--- src/rtl/led_flasher_multi.sv ---
// Multi-channel LED flasher: shared ms prescaler plus per-channel OFF/ON/BLINK/ONESHOT
// sequencers, each configured through a single write port.
module led_flasher_multi #(
  parameter int unsigned N_CH     = 4,
  parameter int unsigned PRESCALE = 50000,
  parameter int unsigned CNT_W    = 16
) (
  input  logic                    clk,
  input  logic                    rst,
  input  logic                    cfg_we,
  input  logic [$clog2(N_CH)-1:0] cfg_ch,
  input  logic [1:0]              cfg_mode,
  input  logic [CNT_W-1:0]        cfg_period,
  input  logic [CNT_W-1:0]        cfg_on,
  output logic [N_CH-1:0]         led_out,
  output logic                    tick,
  output logic [N_CH-1:0]         busy
);

  localparam int unsigned CH_W  = $clog2(N_CH);
  localparam int unsigned PRE_W = $clog2(PRESCALE);

  typedef enum logic [1:0] {
    M_OFF     = 2'b00,
    M_ON      = 2'b01,
    M_BLINK   = 2'b10,
    M_ONESHOT = 2'b11
  } mode_t;

  logic [PRE_W-1:0]             pre_q, pre_d;
  logic                         tick_d;
  mode_t [N_CH-1:0]             mode_q, mode_d;
  logic  [N_CH-1:0][CNT_W-1:0]  period_q, period_d;
  logic  [N_CH-1:0][CNT_W-1:0]  on_q, on_d;
  logic  [N_CH-1:0][CNT_W-1:0]  phase_q, phase_d;
  logic  [N_CH-1:0]             led_d, busy_d;
  logic                         wr_ok;

  // Prescaler: tick is raised for the cycle following the terminal count.
  always_comb begin
    pre_d  = pre_q + PRE_W'(1);
    tick_d = 1'b0;
    if (pre_q == PRE_W'(PRESCALE - 1)) begin
      pre_d  = '0;
      tick_d = 1'b1;
    end
  end

  // Per-channel sequencers; a write to a channel wins over its tick advance.
  always_comb begin
    wr_ok    = cfg_we && ({1'b0, cfg_ch} < (CH_W + 1)'(N_CH));
    mode_d   = mode_q;
    period_d = period_q;
    on_d     = on_q;
    phase_d  = phase_q;
    led_d    = '0;
    busy_d   = '0;
    for (int i = 0; i < N_CH; i++) begin
      case (mode_q[i])
        M_ON: led_d[i] = 1'b1;
        M_BLINK: begin
          led_d[i] = phase_q[i] < on_q[i];
          if (tick) begin
            // A zero period behaves as a period of one tick.
            if ((period_q[i] == '0) || (phase_q[i] >= period_q[i] - CNT_W'(1)))
              phase_d[i] = '0;
            else
              phase_d[i] = phase_q[i] + CNT_W'(1);
          end
        end
        M_ONESHOT: begin
          led_d[i]  = phase_q[i] < on_q[i];
          busy_d[i] = 1'b1;
          if (on_q[i] == '0) begin
            mode_d[i]  = M_OFF;
            phase_d[i] = '0;
          end else if (tick) begin
            if (phase_q[i] >= on_q[i] - CNT_W'(1)) begin
              mode_d[i]  = M_OFF;
              phase_d[i] = '0;
            end else begin
              phase_d[i] = phase_q[i] + CNT_W'(1);
            end
          end
        end
        default: led_d[i] = 1'b0;
      endcase
      if (wr_ok && (cfg_ch == CH_W'(i))) begin
        mode_d[i]   = mode_t'(cfg_mode);
        period_d[i] = cfg_period;
        on_d[i]     = cfg_on;
        phase_d[i]  = '0;
      end
    end
  end

  // State and output registers with synchronous active-low reset.
  always_ff @(posedge clk) begin
    if (!rst) begin
      pre_q    <= '0;
      tick     <= 1'b0;
      mode_q   <= {N_CH{M_OFF}};
      period_q <= '0;
      on_q     <= '0;
      phase_q  <= '0;
      led_out  <= '0;
      busy     <= '0;
    end else begin
      pre_q    <= pre_d;
      tick     <= tick_d;
      mode_q   <= mode_d;
      period_q <= period_d;
      on_q     <= on_d;
      phase_q  <= phase_d;
      led_out  <= led_d;
      busy     <= busy_d;
    end
  end

endmodule

--- config.mk ---
export PLATFORM = sky130hd
export DESIGN_NAME = led_flasher_multi
export DESIGN_NICKNAME = d
export VERILOG_FILES = /design/src/rtl/led_flasher_multi.sv
export SDC_FILE = /design/constraint.sdc
export NUM_CORES = 1
export LEC_CHECK = 0
export ABC_AREA = 1
export BUFFER_PORTS_ARGS = -buffer_cell sky130_fd_sc_hd__buf_2
export CORE_UTILIZATION = 60
export CTS_CLUSTER_SIZE = 20
export DETAILED_ROUTE_END_ITERATION = 8
export PLACE_DENSITY = 0.89
export SYNTH_ARGS = -nofsm -noshare
export SYNTH_HDL_FRONTEND = slang
export SYNTH_SLANG_ARGS = --single-unit
--- constraint.sdc ---
create_clock -name clk -period 6.2 [get_ports clk]
set_input_delay 0.31 -clock clk [delete_from_list [all_inputs] [get_ports clk]]
set_output_delay 0.31 -clock clk [all_outputs]
set_load 0.03 [all_outputs]
## Yosys cells after proc, flatten, opt, wreduce, memory -nomap -nowiden

Index checks and enable logic that the tools add are counted.

- Add/sub/neg operators: 13
- Order comparisons: 12
- Eq/ne operators: 24
- Mux-type cells: 53
- Bitwise gates (word level): 1
- Reduce and logical (&&, ||, !) cells: 50

Operator list:

| kind | number |
|---|---|
| 16-bit 2-to-1 mux | 20 |
| 16-bit >= comparator | 8 |
| 16-bit zero test | 8 |
| 16-bit case mux with 2 select lines | 4 |
| 16-bit by 1-bit subtractor with 16-bit output (second input constant) | 8 |
| 16-bit by 1-bit adder with 16-bit output (second input constant) | 5 |
| 16-bit less-than comparator | 4 |
| 2-bit 2-to-1 mux | 20 |
| 3-bit AND reduction | 8 |
| 3-bit nonzero test | 8 |
| 2-bit == test (second input constant) | 10 |
| 2-bit OR reduction | 9 |
| 16-bit == test (second input constant) | 1 |
| 2-bit nonzero test | 8 |
| 3-bit inequality test (second input constant) | 4 |
| 2-bit by 1-bit == test with 1-bit output (second input constant) | 5 |
| 2-bit inequality test (second input constant) | 4 |
| 1-bit case mux with 2 select lines | 4 |
| 1-bit 2-to-1 mux | 5 |
| 1-bit logical AND | 4 |
| 1-bit logical OR | 4 |
| 2-bit zero test | 1 |
| 1-bit NOT | 1 |

- Register bits after elaboration: 225
- Input bits: 39

## Depth between registers and ports, before layout

- Word-level depth: 7
- Gate-level depth with buffers: 24
- Depth with buffers taken out: 23

## Least setup slack after synthesis

Ideal clock, no wire load.

- Path type: reg2reg
- Start point: register on_q[50] (netlist bit)
- End point: register phase_q[57] (netlist bit)
- Library setup time: 116 ps
- Data arrival time: 2604 ps
- Slack: 3481 ps
- Cell stages (with the launch flop): 20
- Path buffers: 1
- Period minus slack after synthesis: 2719 ps
- Cell sequence: dfxtp_1 -> inv_1 -> nand3_2 -> nor3_2 -> nand3_1 -> nor2_1 -> nand2_1 -> nor2_1 -> nand3_1 -> xor2_1 -> inv_1 -> ha_1 -> nand2_1 -> nor4_1 -> a21oi_1 -> nand3_1 -> nand3_2 -> nand2_2 -> buf_6 -> nor2_1

- Cells in the longest elaborated chain, start to end: 6

Ends and longest elaborated chain:

| item | line | RTL |
|---|---|---|
| start, declared | 34 | `logic [N_CH-1:0][CNT_W-1:0] on_q, on_d;` |
| start signal, assigned | 113 | `on_q <= on_d;` |
| 16-bit by 1-bit subtractor with 16-bit output | 78 | `if (phase_q[i] >= on_q[i] - CNT_W'(1)) begin` |
| 16-bit >= comparator | 78 |  |
| 16-bit 2-to-1 mux | 78 |  |
| 16-bit 2-to-1 mux | 77 | `end else if (tick) begin` |
| 16-bit 2-to-1 mux | 74 | `if (on_q[i] == '0) begin` |
| 16-bit case mux with 2 select lines | 59 | `case (mode_q[i])` |
| end signal, assigned | 114 | `phase_q <= phase_d;` |
| end, declared | 35 | `logic [N_CH-1:0][CNT_W-1:0] phase_q, phase_d;` |

Several ways; a longest one is shown, not always the timed one. The select of a mux whose other input is x is not followed.
A chain may end at the register's enable or synchronous reset.

## Worst setup path after layout

- Start point: register on_q[50] (netlist bit)
- End point: register phase_q[62] (netlist bit)

Same word-level chain as after synthesis.

==> metrics.md <==
| Metric | Value |
|---|---|
| Setup crit start kind | `flip-flop` |
| # IOs | `48` |
| Fill count | `2148` |
| GRT Util Overall | `0.313` |
| Final setup fails | `0` |
| Nets | `2513` |
| CTS H-tree depth | `1` |
| CP endpoint kind | `flip-flop` |
| Async set or reset register ratio after synthesis | `0` |
| Power Density | `233 mW/mm^2` |
| CP Class | `flip-flop to flip-flop` |
| XOR/XNOR Fraction of Synth Area | `0.0769` |
| Worst R2R Start | `on_q[50]$_SDFFE_PN0P_` |
| RSZ-0062 raised after global routing | `no` |
| Initial Utilization | `0.609` |
| Port bufs | `47` |
| Status | `finished, final reports clean` |
| DR WL/cell | `16.0 microns` |
| Cell variety after synth | `49` |
| Final hold violation count | `0` |
| Pleak | `0.00820 uW` |
| Crit path to | `phase_q[62]$_SDFFE_PP0P_` |
| Share of cells above drive strength 1 | `0.0723` |
| Clk_lat worst skew | `0.55 ns` |
| MaxCap Viol Count | `0` |
| First-pass GRT wire length | `67800 microns` |
| Full die area | `0.0270 sq mm` |
| Mux contribution to synthesized area | `0` |
| #FFs+latches synth | `225` |
| CTS tree | `built` |
| Post-CTS setup buffers | `0` |
| R2R Path End | `phase_q[62]$_SDFFE_PP0P_` |
| Clock Pin Slew Worst Setup and Hold Paths | `0.06 ns` |
| Mapped Nets | `2480` |
| Syn Area/Cell | `7.09 sq um` |
| Reg2reg path depth | `18` |
| Sink Count | `225` |
| WL final | `41800 microns` |
| DR pass1 iterations | `6` |
| Post-synthesis sequential area ratio | `0.285` |
| Worst Hold Class | `primary input to flip-flop` |
| Syn Std Cell Area | `0.0158 sq mm` |
| Area share of the largest cell type after synthesis | `0.285` |
| Setup TNS | `0 ns` |
| Primary FF master, synth | `dfxtp_1` |
| Largest net degree at the start of global routing | `99` |
| Number of enable flip-flop cells after synthesis | `0` |
| Num rows | `59` |
| 1st-iter DRT viols | `1281` |
| Final critical-path share of the clock period | `0.517` |
| Synth area leaders | `dfxtp_1, ha_1, nand2_1` |
| Die Span X | `164 microns` |
| Required @ worst endpoint | `6.63 ns` |
| Worst-Margin Slew | `0.872 ns` |
| Max_slew headroom | `0.418` |
| Area growth syn-to-layout | `8.85%` |
| Start point of the critical path | `on_q[50]$_SDFFE_PN0P_` |
| CP max FO | `15` |
| Placed insts | `2573` |
| Clk_skew | `0.0174 ns` |
| Initial antenna violation count | `1` |
| Finished Layout Cells | `2618` |
| Synth Area in Compound Gates | `0.134` |
| Remaining Overflow, GRT | `0` |
| Hold Path Origin | `cfg_period[14]` |
| Largest family of logic cells by synthesized area | `simple AND/OR/NAND/NOR gates` |
| CTS Root Cell | `clkbuf_16` |
| DRC viols | `0` |
| Clock buffer count from CTS | `25` |
| Endpoint arrival time on the critical path | `3.63 ns` |
| Fin. max-slew vios | `0` |
| Minimum clock period | `3.20 ns` |
| Post-CTS Resized | `0` |
| Detailed-placement wirelength estimate | `30600 microns` |
| R2R setup slack | `3.00 ns` |
| Via density per instance | `5.71` |
| Antenna Nets Post-Route | `0` |
| Area share of fa/ha/maj cells after synthesis | `0.165` |
| Clock Tree Buf Depth | `3` |
| Fmax | `312 MHz` |
| Vias in the first global route | `14260` |
| Post-Synthesis Cells | `2232` |
| Maximum vdd ir drop | `0.000242 V` |
| DIE HEIGHT | `164 microns` |
| WHS Path Cells | `3` |
| Vias | `14948` |
| RePlAce Congestion | `0.941` |
| Number of diodes | `0` |
| Yosys top cell by area | `dfxtp_1` |
| Yosys warns | `0` |
| Hold_buf cts | `0` |
| Core footprint | `0.0260 sq mm` |
| Post-Synth Simple-Gate Area | `0.251` |
sequential cells by signal, summed over array words and instances, names as in the netlist:
register  count
busy          4
pre_q        16
led_out       4
mode_q        8
period_q     64
phase_q      64
tick          1
on_q         64
worst min-delay path by stage:
stage | slack (ns) | endpoint
finish | 0.08 | period_q[62]$_SDFFE_PN0P_
global route | 0.11 | period_q[62]$_SDFFE_PN0P_
CTS | 0.07 | period_q[62]$_SDFFE_PN0P_
detailed placement | 0.43 | pre_q[0]$_SDFF_PP0_
global placement | 0.43 | pre_q[0]$_SDFF_PP0_
floorplan | 0.42 | pre_q[0]$_SDFF_PP0_
cell type report:
cell class	instances	area (sq um)	area share
clock buffers	34	729	0.0423
clock inverters	11	184	0.0107
inverters	309	1170	0.0677
multi-input cells	1650	9940	0.577
flip-flops and latches	225	4500	0.261
well taps	335	419	0.0243
repair buffers	54	288	0.0167
critical path: stages (launching register included):
cell     delay (ns)
dfxtp_1        0.35
inv_1          0.14
nand3_2        0.12
nor3_2         0.23
nand3_1        0.17
nor2_1         0.12
nand2_1        0.08
nor2_1         0.18
nand3_1        0.11
xor2_1         0.15
inv_1          0.06
ha_1           0.29
nand2_1        0.09
nor4_1         0.35
a21oi_1        0.12
nand3_1        0.09
nand3_2        0.09
nand2_2        0.24
nor2_1         0.09
cell families after synthesis:
logic type	count (synthesis)
AOI/OAI and AO/OA	403
xor gates and xnor gates	139
adders and majority gates	209
buffers and inverters	357
DFF	225
and+or+nand+nor	899
per-stage QoR:
| step | area, sq um | total power [uW] | utilization | hold WS, ns | worst slack [ns] |
|---|---|---|---|---|---|
| 2_1_floorplan | 15800 | 2160 | - | 0.418 | 3.48 |
| 3_5_place_dp | 16300 | 2350 | 0.628 | 0.435 | 3.09 |
| 3_3_place_gp | 16300 | 2310 | 0.628 | 0.427 | 3.20 |
| 6_report | 17200 | 4010 | 0.663 | 0.0825 | 3.00 |
| 4_1_cts | 17200 | 4000 | 0.663 | 0.0687 | 3.02 |
| 5_1_grt | 17200 | 4180 | 0.663 | 0.105 | 2.64 |
cell usage in the layout (no fill, tap or decap), drive strengths merged, types with 2 or more instances in the layout:
cell type and instances:
xnor2 26, a211oi 2, nand2 375, o31ai 2, nand3b 4, o211a 2
buf 54, dfxtp 225, a21oi 203, o21ai 161, o21a 13, nor3b 12
o21bai 10, xor2 113, bufinv 5, nor3 52, nand4 29, ha 209
nor2 301, a31oi 4, nor4 9, inv 309, clkbuf 34, nand3 114
clkinv 6
synthesized netlist by cell type, types with 2 or more instances:
cell / instances
a21oi_1: 203
nand2_4: 5
o211a_1: 2
inv_4: 3
o21a_1: 13
nand3_2: 9
inv_2: 7
nand2_2: 10
nand3_1: 103
o21ai_0: 159
nor4_1: 9
ha_1: 209
o31ai_1: 2
nor2_1: 280
nand2_1: 360
nor2_4: 2
a31oi_1: 4
nor2_2: 19
inv_1: 298
nand3b_1: 4
xnor2_1: 26
a211oi_1: 2
nand3_4: 2
clkbuf_1: 42
nor3_2: 6
o21ai_1: 2
buf_6: 3
xor2_1: 113
nor3b_1: 11
nand4_1: 28
dfxtp_1: 225
o21bai_1: 9
nor3_1: 46
metal layers:
metal	GRT usage	vias up	routed length (microns)
li1	-	7376	-
met1	0.372	6882	16700
met2	0.540	525	19400
met3	0.0603	163	3500
met4	0.152	2	2250
met5	0	-	15
power by group:
group,internal [uW],total [uW],switching [uW]
Sequential,1490,1540,41.6
Combinational,290,814,523
Clock,1030,1660,634
No activity file was read; power rests on OpenSTA's default activity.
